[config.mk]
export PLATFORM = sky130hd
export DESIGN_NAME = out_uart_tx_flat
export DESIGN_NICKNAME = d
export VERILOG_FILES = /design/src/rtl/out_uart_tx_if.sv /design/src/rtl/out_uart_tx.sv /design/src/flat_wrapper.sv
export SDC_FILE = /design/constraint.sdc
export NUM_CORES = 1
export LEC_CHECK = 0
export ABC_CLOCK_PERIOD_IN_PS = 2500
export CORE_MARGIN = 8
export CORE_UTILIZATION = 45
export CTS_CLUSTER_DIAMETER = 150
export DETAILED_ROUTE_END_ITERATION = 8
export PLACE_DENSITY_LB_ADDON = 0.15
export SYNTH_ARGS = -nofsm -noshare
export SYNTH_HDL_FRONTEND = slang
export SYNTH_SLANG_ARGS = --single-unit
[constraint.sdc]
create_clock -name clk_in -period 2.5 [get_ports clk_in]
set_input_delay 0.625 -clock clk_in [delete_from_list [all_inputs] [get_ports clk_in]]
set_output_delay 0.625 -clock clk_in [all_outputs]
set_load 0.01 [all_outputs]
[src/rtl/out_uart_tx_if.sv]
// rtl/out_uart_tx_if.sv - processor-word input and serial/status outputs of the change-capture UART
interface out_uart_tx_if #(
    parameter int WIDTH = 16
);
    logic [WIDTH-1:0] data_in;
    logic             tx;
    logic             busy;
    logic             fifo_full;
    logic [7:0]       drop_cnt;

    modport master (output data_in, input tx, busy, fifo_full, drop_cnt);
    modport slave  (input data_in, output tx, busy, fifo_full, drop_cnt);
endinterface

[src/rtl/out_uart_tx.sv]
// rtl/out_uart_tx.sv - captures changes of a 16-bit word into a FIFO and sends each word as two 8N1 bytes
module out_uart_tx #(
    parameter int WIDTH        = 16,
    parameter int CLKS_PER_BIT = 4,
    parameter int FIFO_DEPTH   = 4
) (
    input logic          clk_in,
    input logic          rst_in,
    out_uart_tx_if.slave bus
);
    localparam int            AW       = (FIFO_DEPTH > 1) ? $clog2(FIFO_DEPTH) : 1;
    localparam int            CW       = AW + 1;
    localparam logic [CW-1:0] FULL_CNT = CW'(FIFO_DEPTH);
    localparam logic [15:0]   BIT_LAST = 16'(CLKS_PER_BIT - 1);

    typedef enum logic [1:0] {IDLE, START, DATA, STOP} state_t;
    state_t state_q, state_d;

    logic [WIDTH-1:0] mem [FIFO_DEPTH];
    logic [AW-1:0]    wr_ptr, rd_ptr;
    logic [CW-1:0]    count;
    logic [WIDTH-1:0] last_val;
    logic [7:0]       low_q, shift_q, drop_q;
    logic [15:0]      bit_cnt;
    logic [2:0]       bit_idx;
    logic             byte_sel, tx_q;
    logic             change, full, pop, push, drop, bit_end;

    assign change  = bus.data_in != last_val;
    assign full    = count == FULL_CNT;
    assign pop     = (state_q == IDLE) && (count != '0);
    // A pop on the same edge frees the slot, so a full FIFO still accepts the push.
    assign push    = change && (!full || pop);
    assign drop    = change && full && !pop;
    assign bit_end = bit_cnt == BIT_LAST;

    always_comb begin
        state_d = state_q;
        case (state_q)
            IDLE:    if (pop) state_d = START;
            START:   if (bit_end) state_d = DATA;
            DATA:    if (bit_end && bit_idx == 3'd7) state_d = STOP;
            STOP:    if (bit_end) state_d = byte_sel ? IDLE : START;
            default: state_d = IDLE;
        endcase
    end

    always_ff @(posedge clk_in or posedge rst_in) begin
        if (rst_in) state_q <= IDLE;
        else        state_q <= state_d;
    end

    always_ff @(posedge clk_in) begin
        if (push) mem[wr_ptr] <= bus.data_in;
    end

    always_ff @(posedge clk_in or posedge rst_in) begin
        if (rst_in) begin
            wr_ptr   <= '0;
            rd_ptr   <= '0;
            count    <= '0;
            last_val <= '0;
            drop_q   <= '0;
            low_q    <= '0;
            shift_q  <= '0;
            bit_cnt  <= '0;
            bit_idx  <= '0;
            byte_sel <= 1'b0;
            tx_q     <= 1'b1;
        end else begin
            // last_val follows every change, dropped or not, so a held value counts once.
            if (change) last_val <= bus.data_in;
            if (push)   wr_ptr   <= wr_ptr + AW'(1);
            if (pop)    rd_ptr   <= rd_ptr + AW'(1);
            count <= count + CW'(push) - CW'(pop);
            if (drop && drop_q != 8'hFF) drop_q <= drop_q + 8'd1;

            if (state_q == IDLE || bit_end) bit_cnt <= '0;
            else                            bit_cnt <= bit_cnt + 16'd1;

            case (state_q)
                IDLE: if (pop) begin
                    shift_q  <= mem[rd_ptr][15:8];
                    low_q    <= mem[rd_ptr][7:0];
                    byte_sel <= 1'b0;
                    tx_q     <= 1'b0;
                end
                START: if (bit_end) tx_q <= shift_q[0];
                DATA: if (bit_end) begin
                    bit_idx <= bit_idx + 3'd1;
                    if (bit_idx == 3'd7) begin
                        tx_q <= 1'b1;
                    end else begin
                        shift_q <= shift_q >> 1;
                        tx_q    <= shift_q[1];
                    end
                end
                STOP: if (bit_end && !byte_sel) begin
                    byte_sel <= 1'b1;
                    shift_q  <= low_q;
                    tx_q     <= 1'b0;
                end
                default: tx_q <= 1'b1;
            endcase
        end
    end

    assign bus.tx        = tx_q;
    assign bus.busy      = state_q != IDLE;
    assign bus.fifo_full = full;
    assign bus.drop_cnt  = drop_q;
endmodule

[src/flat_wrapper.sv]
// flat-port wrapper written by rule: the top's interface ports become plain ports
module out_uart_tx_flat 
#(
    parameter int WIDTH        = 16,
    parameter int CLKS_PER_BIT = 4,
    parameter int FIFO_DEPTH   = 4
)
  (clk_in, rst_in, bus_data_in, bus_tx, bus_busy, bus_fifo_full, bus_drop_cnt);
  out_uart_tx_if #(.WIDTH(WIDTH)) bus_i ();
  input logic clk_in;
  input logic rst_in;
  input wire logic [$bits(bus_i.data_in)-1:0] bus_data_in;
  output wire logic [$bits(bus_i.tx)-1:0] bus_tx;
  output wire logic [$bits(bus_i.busy)-1:0] bus_busy;
  output wire logic [$bits(bus_i.fifo_full)-1:0] bus_fifo_full;
  output wire logic [$bits(bus_i.drop_cnt)-1:0] bus_drop_cnt;
  assign bus_i.data_in = bus_data_in;
  assign bus_tx = bus_i.tx;
  assign bus_busy = bus_i.busy;
  assign bus_fifo_full = bus_i.fifo_full;
  assign bus_drop_cnt = bus_i.drop_cnt;
  out_uart_tx #(.WIDTH(WIDTH), .CLKS_PER_BIT(CLKS_PER_BIT), .FIFO_DEPTH(FIFO_DEPTH)) u_core (.clk_in(clk_in), .rst_in(rst_in), .bus(bus_i));
endmodule
==> impl_results.html <==
<table>
<tr><th>Metric</th><th>Value</th></tr>
<tr><th colspan="2">STA</th></tr>
<tr><td>Headroom to the max-slew limit</td><td>0.630</td></tr>
<tr><td>Transition at the pin with the smallest max-transition slack</td><td>0.554 ns</td></tr>
<tr><td>Final Setup Violations</td><td>0</td></tr>
<tr><td>Unrepaired setup endpoints after global routing</td><td>no</td></tr>
<tr><td>Achievable Freq</td><td>418 MHz</td></tr>
<tr><td>Final hold violations</td><td>0</td></tr>
<tr><td>Setup slack after layout</td><td>0.109 ns</td></tr>
<tr><td>Share of the clock period used by the worst path after layout</td><td>0.956</td></tr>
<tr><td>Final-report max-slew violation count</td><td>0</td></tr>
<tr><td>Fin Setup TNS</td><td>0 ns</td></tr>
<tr><td>Final clock skew</td><td>0.00741 ns</td></tr>
<tr><td>Tmin final</td><td>2.39 ns</td></tr>
<tr><th colspan="2">Pwr</th></tr>
<tr><td>Net Sw Power</td><td>2.74 mW</td></tr>
<tr><td>Total power density per cell area</td><td>1270 nW/um^2</td></tr>
<tr><td>Internal power of the cells</td><td>6.04 mW</td></tr>
<tr><td>Share of total power in sequential cells</td><td>0.395</td></tr>
<tr><td>Power share of the clock group</td><td>0.277</td></tr>
<tr><td>Worst vdd rail ir drop</td><td>0.526 mV</td></tr>
<tr><td>Power consumption</td><td>8.78 mW</td></tr>
<tr><td>Combinational share of power</td><td>0.327</td></tr>
<tr><td>Leak pwr</td><td>2.74 nW</td></tr>
<tr><td>Switching share of total power</td><td>0.313</td></tr>
<tr><th colspan="2">Worst setup path</th></tr>
<tr><td>Delay of the slowest critical-path stage</td><td>0.55 ns</td></tr>
<tr><td>Signal arrival time at the worst endpoint</td><td>2.73 ns</td></tr>
<tr><td>Cell occurring most often along the worst timing path</td><td>sky130_fd_sc_hd__xnor2_1</td></tr>
<tr><td>Endpoint of the worst register-to-register path</td><td>u_core.count[2]</td></tr>
<tr><td>Worst reg2reg path startpoint</td><td>u_core.count[2]</td></tr>
<tr><td>Ordered list of cells on the worst path</td><td>clkdlybuf4s50_1 &gt; xnor2_1 &gt; nand4_1 &gt; nor4_4 &gt; nor2_4 &gt; ha_1 &gt; inv_1 &gt; fa_1 &gt; xnor2_1 &gt; xnor2_1</td></tr>
<tr><td>Number of buffers and inverters on the critical path</td><td>2</td></tr>
<tr><td>Worst reg2reg setup slack</td><td>0.17 ns</td></tr>
<tr><td>Cell with the largest stage delay on the worst path</td><td>sky130_fd_sc_hd__clkdlybuf4s50_1</td></tr>
<tr><td>Highest fanout seen on the critical path</td><td>2</td></tr>
<tr><td>Number of cells on the worst reg-to-reg path</td><td>10</td></tr>
<tr><td>Startpoint types</td><td>input pin</td></tr>
<tr><td>Sort of element at the end of the critical path</td><td>flip-flop</td></tr>
<tr><td>CP Class</td><td>input pin to flip-flop</td></tr>
<tr><td>Endpoint required time on the critical path</td><td>2.84 ns</td></tr>
<tr><td>Cell type group with the largest total delay on the critical path</td><td>simple AND/OR/NAND/NOR gates</td></tr>
<tr><th colspan="2">Synthesis</th></tr>
<tr><td>Number of enable-type register cells in the synthesized netlist</td><td>64</td></tr>
<tr><td>Most instantiated flip-flop cell in the synthesis netlist</td><td>sky130_fd_sc_hd__dfrtp_1</td></tr>
<tr><td>Post-synth design cell area</td><td>5650 sq um</td></tr>
<tr><td>Post-synthesis average cell area</td><td>14.7 sq um</td></tr>
<tr><td>Cell variety after synth</td><td>45</td></tr>
<tr><td>Async S/R FF share, synth</td><td>0.522</td></tr>
<tr><td>Number of cells produced by synthesis</td><td>384</td></tr>
<tr><td>Flops &amp; latches, synth</td><td>134</td></tr>
<tr><td>Sequential area share after synthesis</td><td>0.651</td></tr>
<tr><td>Yosys Warn Count</td><td>0</td></tr>
<tr><td>Number of nets produced by synthesis</td><td>418</td></tr>
<tr><th colspan="2">Placed design</th></tr>
<tr><td>Pre-CTS WS</td><td>-0.330 ns</td></tr>
<tr><td>Port buffer count</td><td>28</td></tr>
<tr><td>Total cell area at the placement stage</td><td>6300 sq um</td></tr>
<tr><td>Final Wtd Congestion</td><td>0.725</td></tr>
<tr><td>Post-detail-place hpwl</td><td>6.91 mm</td></tr>
<tr><th colspan="2">Die</th></tr>
<tr><td>Std-Cell Core Area</td><td>12400 sq um</td></tr>
<tr><td>X dimension of the die</td><td>128 um</td></tr>
<tr><td>I/O pin count</td><td>29</td></tr>
<tr><td>Die Area</td><td>16400 sq um</td></tr>
<tr><td>Vertical die dimension</td><td>128 um</td></tr>
<tr><td>Initial standard-cell utilization of the core</td><td>0.455</td></tr>
<tr><td>Number of core rows</td><td>41</td></tr>
<tr><th colspan="2">Detailed routing</th></tr>
<tr><td>Sum of routed wire length over all layers</td><td>10.3 mm</td></tr>
<tr><td>Router iterations before antenna repair</td><td>4</td></tr>
<tr><td>Routed wire length per instance</td><td>16.6 um</td></tr>
<tr><td>Initial DRC Count</td><td>184</td></tr>
<tr><td>Drc violations</td><td>0</td></tr>
<tr><td>Remaining antenna violation count</td><td>0</td></tr>
<tr><td>Number of vias after detailed routing</td><td>3084</td></tr>
<tr><td>Drt via density</td><td>4.97</td></tr>
<tr><th colspan="2">Global routing</th></tr>
<tr><td>Number of antenna violations at the first check in global routing</td><td>0</td></tr>
<tr><td>Overall routing resource usage</td><td>0.137</td></tr>
<tr><td>Pin count of the biggest net entering global routing</td><td>71</td></tr>
<tr><td>Global-route wire length before repair</td><td>16.6 mm</td></tr>
<tr><td>Via count of the first global-routing pass</td><td>3198</td></tr>
<tr><td>Residual overflow from global routing</td><td>0</td></tr>
<tr><th colspan="2">Clocking</th></tr>
<tr><td>Clock transition at the registers of the reported paths</td><td>0.06 ns</td></tr>
<tr><td>Clock latency reported for the late side of the worst-skew pair</td><td>0.42 ns</td></tr>
<tr><td>TritonCTS Sinks</td><td>134</td></tr>
<tr><td>Deepest level of the CTS H-tree</td><td>4</td></tr>
<tr><td>Max Root-Sink Buffers</td><td>2</td></tr>
<tr><td>Master cell of the clock root buffer</td><td>sky130_fd_sc_hd__clkbuf_16</td></tr>
<tr><td>Number of buffers created by CTS</td><td>17</td></tr>
<tr><td>CTS tree</td><td>done</td></tr>
<tr><td>Hold Buf Count CTS</td><td>0</td></tr>
<tr><th colspan="2">Cells and area</th></tr>
<tr><td>Area growth from synthesis to layout</td><td>22.5%</td></tr>
<tr><td>Layout cell share with drive strength beyond 1</td><td>0.228</td></tr>
<tr><td>Nets</td><td>469</td></tr>
<tr><td>Layout Cell Area excl Fill</td><td>6920 sq um</td></tr>
<tr><td>Highest-count cells in the layout ignoring fill and taps</td><td>69 x sky130_fd_sc_hd__dfrtp_1, 64 x sky130_fd_sc_hd__edfxtp_1, 32 x sky130_fd_sc_hd__nor2_1, 26 x sky130_fd_sc_hd__clkdlybuf4s50_1, 25 x sky130_fd_sc_hd__xnor2_1</td></tr>
<tr><td>Antenna diode count</td><td>0</td></tr>
<tr><td>Leading cell type in the layout, fill and taps excluded</td><td>sky130_fd_sc_hd__dfrtp_1</td></tr>
<tr><th colspan="2">Run</th></tr>
<tr><td>Maximum capacitance violations</td><td>0</td></tr>
<tr><th colspan="2">Worst hold path</th></tr>
<tr><td>HP Start</td><td>u_core.bit_cnt[0]</td></tr>
<tr><td>Destination of the worst hold path</td><td>u_core.bit_cnt[0]</td></tr>
<tr><td>Hold crit path type</td><td>flip-flop to flip-flop</td></tr>
<tr><td>Number of cells traversed by the worst hold path</td><td>1</td></tr>
<tr><th colspan="2">Run status</th></tr>
<tr><td>Outcome</td><td>completed</td></tr>
</table>
-- worst max-delay path by stage --
stage	startpoint	end	slack, ns	depth (start not counted)
floorplan	rst_in	u_core.bit_cnt[0]	0.11	1
global placement	bus_data_in[5]	u_core.count[1]	-0.32	9
detailed placement	bus_data_in[5]	u_core.count[2]	-0.33	10
CTS	u_core.count[2]	u_core.count[2]	0.02	10
global route	bus_data_in[13]	u_core.count[2]	0.01	10
finish	bus_data_in[13]	u_core.count[2]	0.11	10
-- sequential cells by signal (all words and copies together) (netlist names) --
register             count
u_core.bit_cnt          16
u_core.bit_idx           3
u_core.bus.drop_cnt      8
u_core.bus.tx            1
u_core.byte_sel          1
u_core.count             3
u_core.last_val         16
u_core.low_q             8
u_core.mem              64
u_core.rd_ptr            2
u_core.shift_q           8
u_core.state_q           2
u_core.wr_ptr            2
-- metal layers --
| layer | GRT usage | share of wire |
|---|---|---|
| met1 | 0.173 | 0.46 |
| met2 | 0.214 | 0.50 |
| met3 | 0.0437 | 0.032 |
| met5 | 0 | 0 |
| met4 | 0.0587 | 0.013 |
-- final cells by class --
type	count	area, sq um
fill	1061	5500
sequential	134	3670
multi-input combinational	211	1830
timing repair buffer	57	562
clock buffer	19	443
tap	172	215
clock inverter	13	146
inverter	14	52.6
-- kinds of logic (layout without fill, tap and decap cells) --
| kind of cell | after synthesis | count (layout) | synth area share |
|---|---|---|---|
| buffers and inverters | 39 | 103 | 0.0292 |
| AO/OA/AOI/OAI | 28 | 28 | 0.0339 |
| multiplexers | 30 | 30 | 0.0930 |
| XOR/XNOR | 43 | 43 | 0.0667 |
| AND/OR/NAND/NOR | 94 | 94 | 0.0897 |
| flip-flops | 134 | 134 | 0.651 |
| adder cells (fa/ha/maj) | 16 | 16 | 0.0368 |
-- Yosys cell counts, drive strengths merged, types with 2 or more instances --
master | count | share of area
nor4 | 4 | 0.0082
nor4b | 3 | 0.0073
ha | 15 | 0.033
nor2 | 33 | 0.023
a21boi | 2 | 0.0027
nor3 | 4 | 0.0035
and2 | 5 | 0.0055
mux2 | 14 | 0.029
nor2b | 2 | 0.0027
xnor2 | 26 | 0.040
clkbuf | 18 | 0.012
dfrtp | 69 | 0.31
and4 | 3 | 0.0047
xor2 | 17 | 0.026
inv | 14 | 0.0093
o21ai | 2 | 0.0018
nand3 | 6 | 0.0053
nand2 | 20 | 0.013
and3 | 2 | 0.0022
edfxtp | 64 | 0.34
a22oi | 8 | 0.011
buf | 6 | 0.0062
a21oi | 4 | 0.0035
nor3b | 2 | 0.0027
a31oi | 7 | 0.0078
mux4 | 16 | 0.064
nand4 | 8 | 0.0089
-- stage by stage --
step | utilization | cells | hold WS [ns]
2_1_floorplan | - | 384 | 0.453
3_3_place_gp | 0.508 | 587 | 0.467
3_5_place_dp | 0.508 | 587 | 0.477
4_1_cts | 0.556 | 620 | 0.485
5_1_grt | 0.557 | 620 | 0.507
6_report | 0.557 | 620 | 0.485
-- timing repair --
action	4_1_cts	5_1_grt
resized for setup	2	3
setup buffers	1	0
gates cloned	0	0
setup endpoints to repair	2	1
pin swaps	0	3
-- power by group through the flow --
stage,Clock (mW),Combinational (mW),Sequential (mW)
floorplan,0,1.97,3.45
global placement,0,2.85,3.48
detailed placement,0,2.90,3.51
CTS,2.48,2.94,3.47
global route,2.58,3.19,3.55
finish,2.44,2.87,3.47
Note: power is estimated with default switching activity, not from simulation.
==> patch 1 (same flow settings) <==
Reset style: synchronous (`rst_in`), changed in 2 clocked blocks.
--- a/src/rtl/out_uart_tx.sv
+++ b/src/rtl/out_uart_tx.sv
@@ -47,3 +47,3 @@
 
-    always_ff @(posedge clk_in or posedge rst_in) begin
+    always_ff @(posedge clk_in) begin
         if (rst_in) state_q <= IDLE;
@@ -56,3 +56,3 @@
 
-    always_ff @(posedge clk_in or posedge rst_in) begin
+    always_ff @(posedge clk_in) begin
         if (rst_in) begin
Behaviour: differs if rst_in is asserted again (counterexample within 4 cycles, from zero or initial values and one cycle with rst_in high); with rst_in held inactive, the same outputs for 10 cycles.
==> patch 1 against the original RTL <==
Cell count increased by 14%. Critical path depth is 1 higher. Largest power group unchanged. Largest cell class unchanged. Setup slack worse by 0.031 ns. Design area grew 1.9%. Routed wire length grew 5.5%. Critical path type unchanged. Total power shrank 11%. Critical endpoint is now u_core.count[2]$_SDFF_PP0_. Synthesized cell count up 20%. Register-to-register slack improved by 0.06 ns. Sequential cell count rose by 2. Synthesized area grew 0.53%. Non-clock buffer count increased by 3.
==> patch 1: results (changes against the original RTL) <==
status finished, final reports clean; crit path from bus_data_in[3]; DRT iter0 DRCs 286 (+55%); first-pass GRT wire length 18.3 mm (+10%); slew at the pin with the worst max-slew slack 0.656 ns (+0.102 ns); via/cell ratio 5.05 (+1.5%); Non-Filler Instances 706 (+14%); drt first pass iters 5 (+1); fraction of area in registers 47.7% (-5.4 points); FF-to-FF setup slack 0.23 ns (+0.06 ns); P_sw 2.30 mW (-16%); Mapped Nets 495 (+18%); Critical Path Max Stage Delay 0.52 ns (-0.03 ns); GR Util met1 17.7% (+0.43 points); P_clk 2.66 mW (+9.0%); GR Util met2 23.2% (+1.9 points); origin of the worst min-delay path u_core.bit_idx[1]$_SDFFE_PP0P_; drt wl/cell 15.4 µm (-7.4%); Area after DPL 0.00637 mm² (+1.1%); sequential share of the synthesized area 59.2% (-5.8 points); Place WS -0.432 ns (-0.102 ns); Total GRT Usage 14.3% (+0.64 points); Syn Inst Count 461 (+20%); ys async rst share 0% (-52 points); cell family with most CP delay simple AND/OR/NAND/NOR gates; WL met3 373 µm (+13%); R2R depth 12 (+2); clk sink count 136 (+1.5%); Hold Worst Slack 0.459 ns (-0.0262 ns); Layout fillers 1,076 (+1.4%); Final Net Count 555 (+18%); post-synthesis cell type count 49 (+8.9%); Met1 Wirelength 4.90 mm (+4.4%); clk_skew 0.00760 ns (+0.000188 ns); period utilization 96.9% (+1.2 points); Clk pwr share 34.1% (+6.4 points); worst hold stages 2 (+1); seq pwr 3.02 mW (-13%); vias in the first global route 3,655 (+14%); multi-input combinational cell area 0.00219 mm² (+20%); clock-cell share of area 9.01% (+0.49 points); Inst Count DP 674 (+15%); met3 GRT Util 3.97% (-0.40 points); GP Congestion 0.786 (+8.4%); r2r endpoint u_core.count[2]$_SDFF_PP0_; top post-synthesis cells by area edfxtp_1 34%, dfxtp_1 25%, mux4_2 6.3%, xnor2_1 3.9%, ha_1 3.3%; layout cells sized above 1 19.3% (-3.5 points); Synth top cells by count 72 x dfxtp_1, 64 x edfxtp_1, 44 x nand2_1, 42 x nor2_1, 25 x xnor2_1; Pleak 2.60 nW (-4.9%); area grow syn2layout 24.2%; NonClk Buf Share 8.37% (+0.25 points); Buffers, non-clock 60 (+5.3%); r2r startpoint u_core.state_q[0]$_SDFFE_PP0P_; multi-input combinational gate total 292 (+38%); Detail Placement HPWL 7.29 mm (+5.4%); Worst VDD drop 0.499 mV (-5.1%); Buffers on Ports 28 (unchanged); metal2 WL 5.44 mm (+6.2%); Die Wd 128 µm (+0.23%); CTS buffer count 17 (unchanged)
## patch 1: cell types whose count changed after synthesis, moves of 7 or more
cell / change
xor2_1: -7
nor3_1: +7
a21oi_1: +12
nor2b_1: +22
nor2_1: +10
a31oi_1: -7
nand2_1: +24
nand3_1: +9
a311oi_1: +7
dfrtp_1: -69
dfxtp_1: +72
## patch 1: what timing repair did
| action | CTS | global route |
|---|---|---|
| gates resized for setup | 1 | 14 |
| pin swaps | 0 | 7 |
| setup buffers | 0 | 0 |
| endpoints found under the setup margin | 1 | 2 |
## patch 1: kinds of logic (layout without fill, tap and decap cells)
| group | after synthesis | in the layout | synth area share [%] |
|---|---|---|---|
| compound gates | 47 | 47 | 5.71 |
| xor+xnor | 35 | 35 | 5.40 |
| flops | 136 | 136 | 59.2 |
| mux | 26 | 26 | 8.24 |
| simple gates | 168 | 168 | 15.3 |
| buf+inv | 33 | 106 | 2.47 |
| fa+ha+maj | 16 | 16 | 3.66 |
==> patch 2 (same settings) <==
Without the edit above. `FIFO_DEPTH` is set to 4 in 2 places; all go to 8.
--- a/src/rtl/out_uart_tx.sv
+++ b/src/rtl/out_uart_tx.sv
@@ -4,3 +4,3 @@
     parameter int CLKS_PER_BIT = 4,
-    parameter int FIFO_DEPTH   = 4
+    parameter int FIFO_DEPTH   = 8
 ) (
--- a/src/flat_wrapper.sv
+++ b/src/flat_wrapper.sv
@@ -5,3 +5,3 @@
     parameter int CLKS_PER_BIT = 4,
-    parameter int FIFO_DEPTH   = 4
+    parameter int FIFO_DEPTH   = 8
 )
Formal check against the unedited RTL: not equivalent (Yosys sat finds a counterexample within 10 cycles, from zero or initial values and one cycle with rst_in high).
==> patch 2 against the original RTL <==
Maximum frequency is 1.5% lower. Count of clock-buffer cells in the layout up 12. Clock power rose by 30%. Non-clock buffer count rose by 19. Combinational power is 37% lower. Via count increased by 46%. Sequential cell count grew 67. Routed wire length rose by 61%. Design area up 46%. Sequential power up 34%. Total power rose by 9.8%. Critical path type is now register to output pin. Synthesized area increased by 49%. Clock skew is 0.010 ns higher. Setup slack lost 0.037 ns.
==> patch 2: results (changes against the original RTL) <==
Netlist Area Pre-Place 0.00842 mm² (+49%); Mapped Nets 564 (+35%); CP Launch Type register; Worst Hold Class input port to async pin; ys async rst share 36.3% (-16 points); multi-input combinational gate total 277 (+31%); Layout fillers 1,524 (+44%); vias in the first global route 4,929 (+54%); sequential share of the synthesized area 67.3% (+2.3 points); GR Util met1 19.6% (+2.4 points); sequential group share of total power 48.1% (+8.6 points); Non-Filler Instances 844 (+36%); Synth top cells by count 128 x edfxtp_1, 72 x dfrtp_1, 35 x nand2_1, 34 x nor2_1, 32 x mux4_2; area grow syn2layout 20.1%; Skew-Pair Late Insertion Delay 0.50 ns (+0.08 ns); layout cells sized above 1 24.1% (+1.3 points); CTS H-tree depth 1 (-3); largest net degree at the start of global routing 28 (-61%); multi-input combinational area share 25.8% (-0.60 points); via/cell ratio 5.33 (+7.1%); status finished, final reports clean; Largest regs u_core.mem x128, u_core.bit_cnt x16, u_core.last_val x16; Max Fclk 412 MHz (-1.5%); R2R depth 8 (-2); invs w/o clock 16 (+2); Final Net Count 629 (+34%); Clk pwr share 33.0% (+5.3 points); DRT iter0 DRCs 210 (+14%); crit-path max FO 4 (+2); seq_cells 201 (+50%); r2r startpoint u_core.state_q[1]$_DFFE_PP0P_; Place WS -0.453 ns (-0.123 ns); met3 GRT Util 2.51% (-1.9 points); GP Congestion 0.745 (+2.7%); CTS buffer count 22 (+5); cell family with most CP delay buffers and inverters; first-pass GRT wire length 27.2 mm (+64%); Final Total Pwr 9.64 mW (+9.8%); number of flops mapped to enable cells by yosys 128 (+100%); drt wl/cell 19.6 µm (+18%); GR Util met2 23.9% (+2.6 points); Syn Inst Count 529 (+38%); Inst Count DP 802 (+37%); fraction of area in registers 56.1% (+3.0 points); FF-to-FF setup slack 0.13 ns (-0.04 ns); post-synthesis cell type count 52 (+16%); clk_skew 0.0174 ns (+0.00999 ns); r2r endpoint u_core.mem[1][10]$_DFFE_PP_; Area after DPL 0.00937 mm² (+49%)
[patch 2: changes by cell type after synthesis, sizes merged, moves of 8 or more]
| cell | before | now |
|---|---|---|
| mux2 | 14 | 4 |
| edfxtp | 64 | 128 |
| a22oi | 8 | 0 |
| buf | 6 | 17 |
| nand2 | 20 | 35 |
| mux2i | 0 | 16 |
| o21ai | 2 | 20 |
| mux4 | 16 | 32 |
[patch 2: per-layer routing]
metal,routed length (µm),vias up
met5,0,-
met4,258,0
met3,496,23
met2,8030,54
met1,7720,2323
li1,-,2096
[patch 2: cell families (layout without fill, tap and decap cells)]
logic type | Yosys count | count (layout) | synth area share, %
flip-flops | 201 | 201 | 67.3
XOR/XNOR | 44 | 44 | 4.58
AO/OA/AOI/OAI | 40 | 40 | 3.68
buffers and inverters | 51 | 132 | 3.00
adder cells (fa/ha/maj) | 17 | 17 | 2.61
AND/OR/NAND/NOR | 124 | 124 | 7.80
multiplexers | 52 | 52 | 11.0
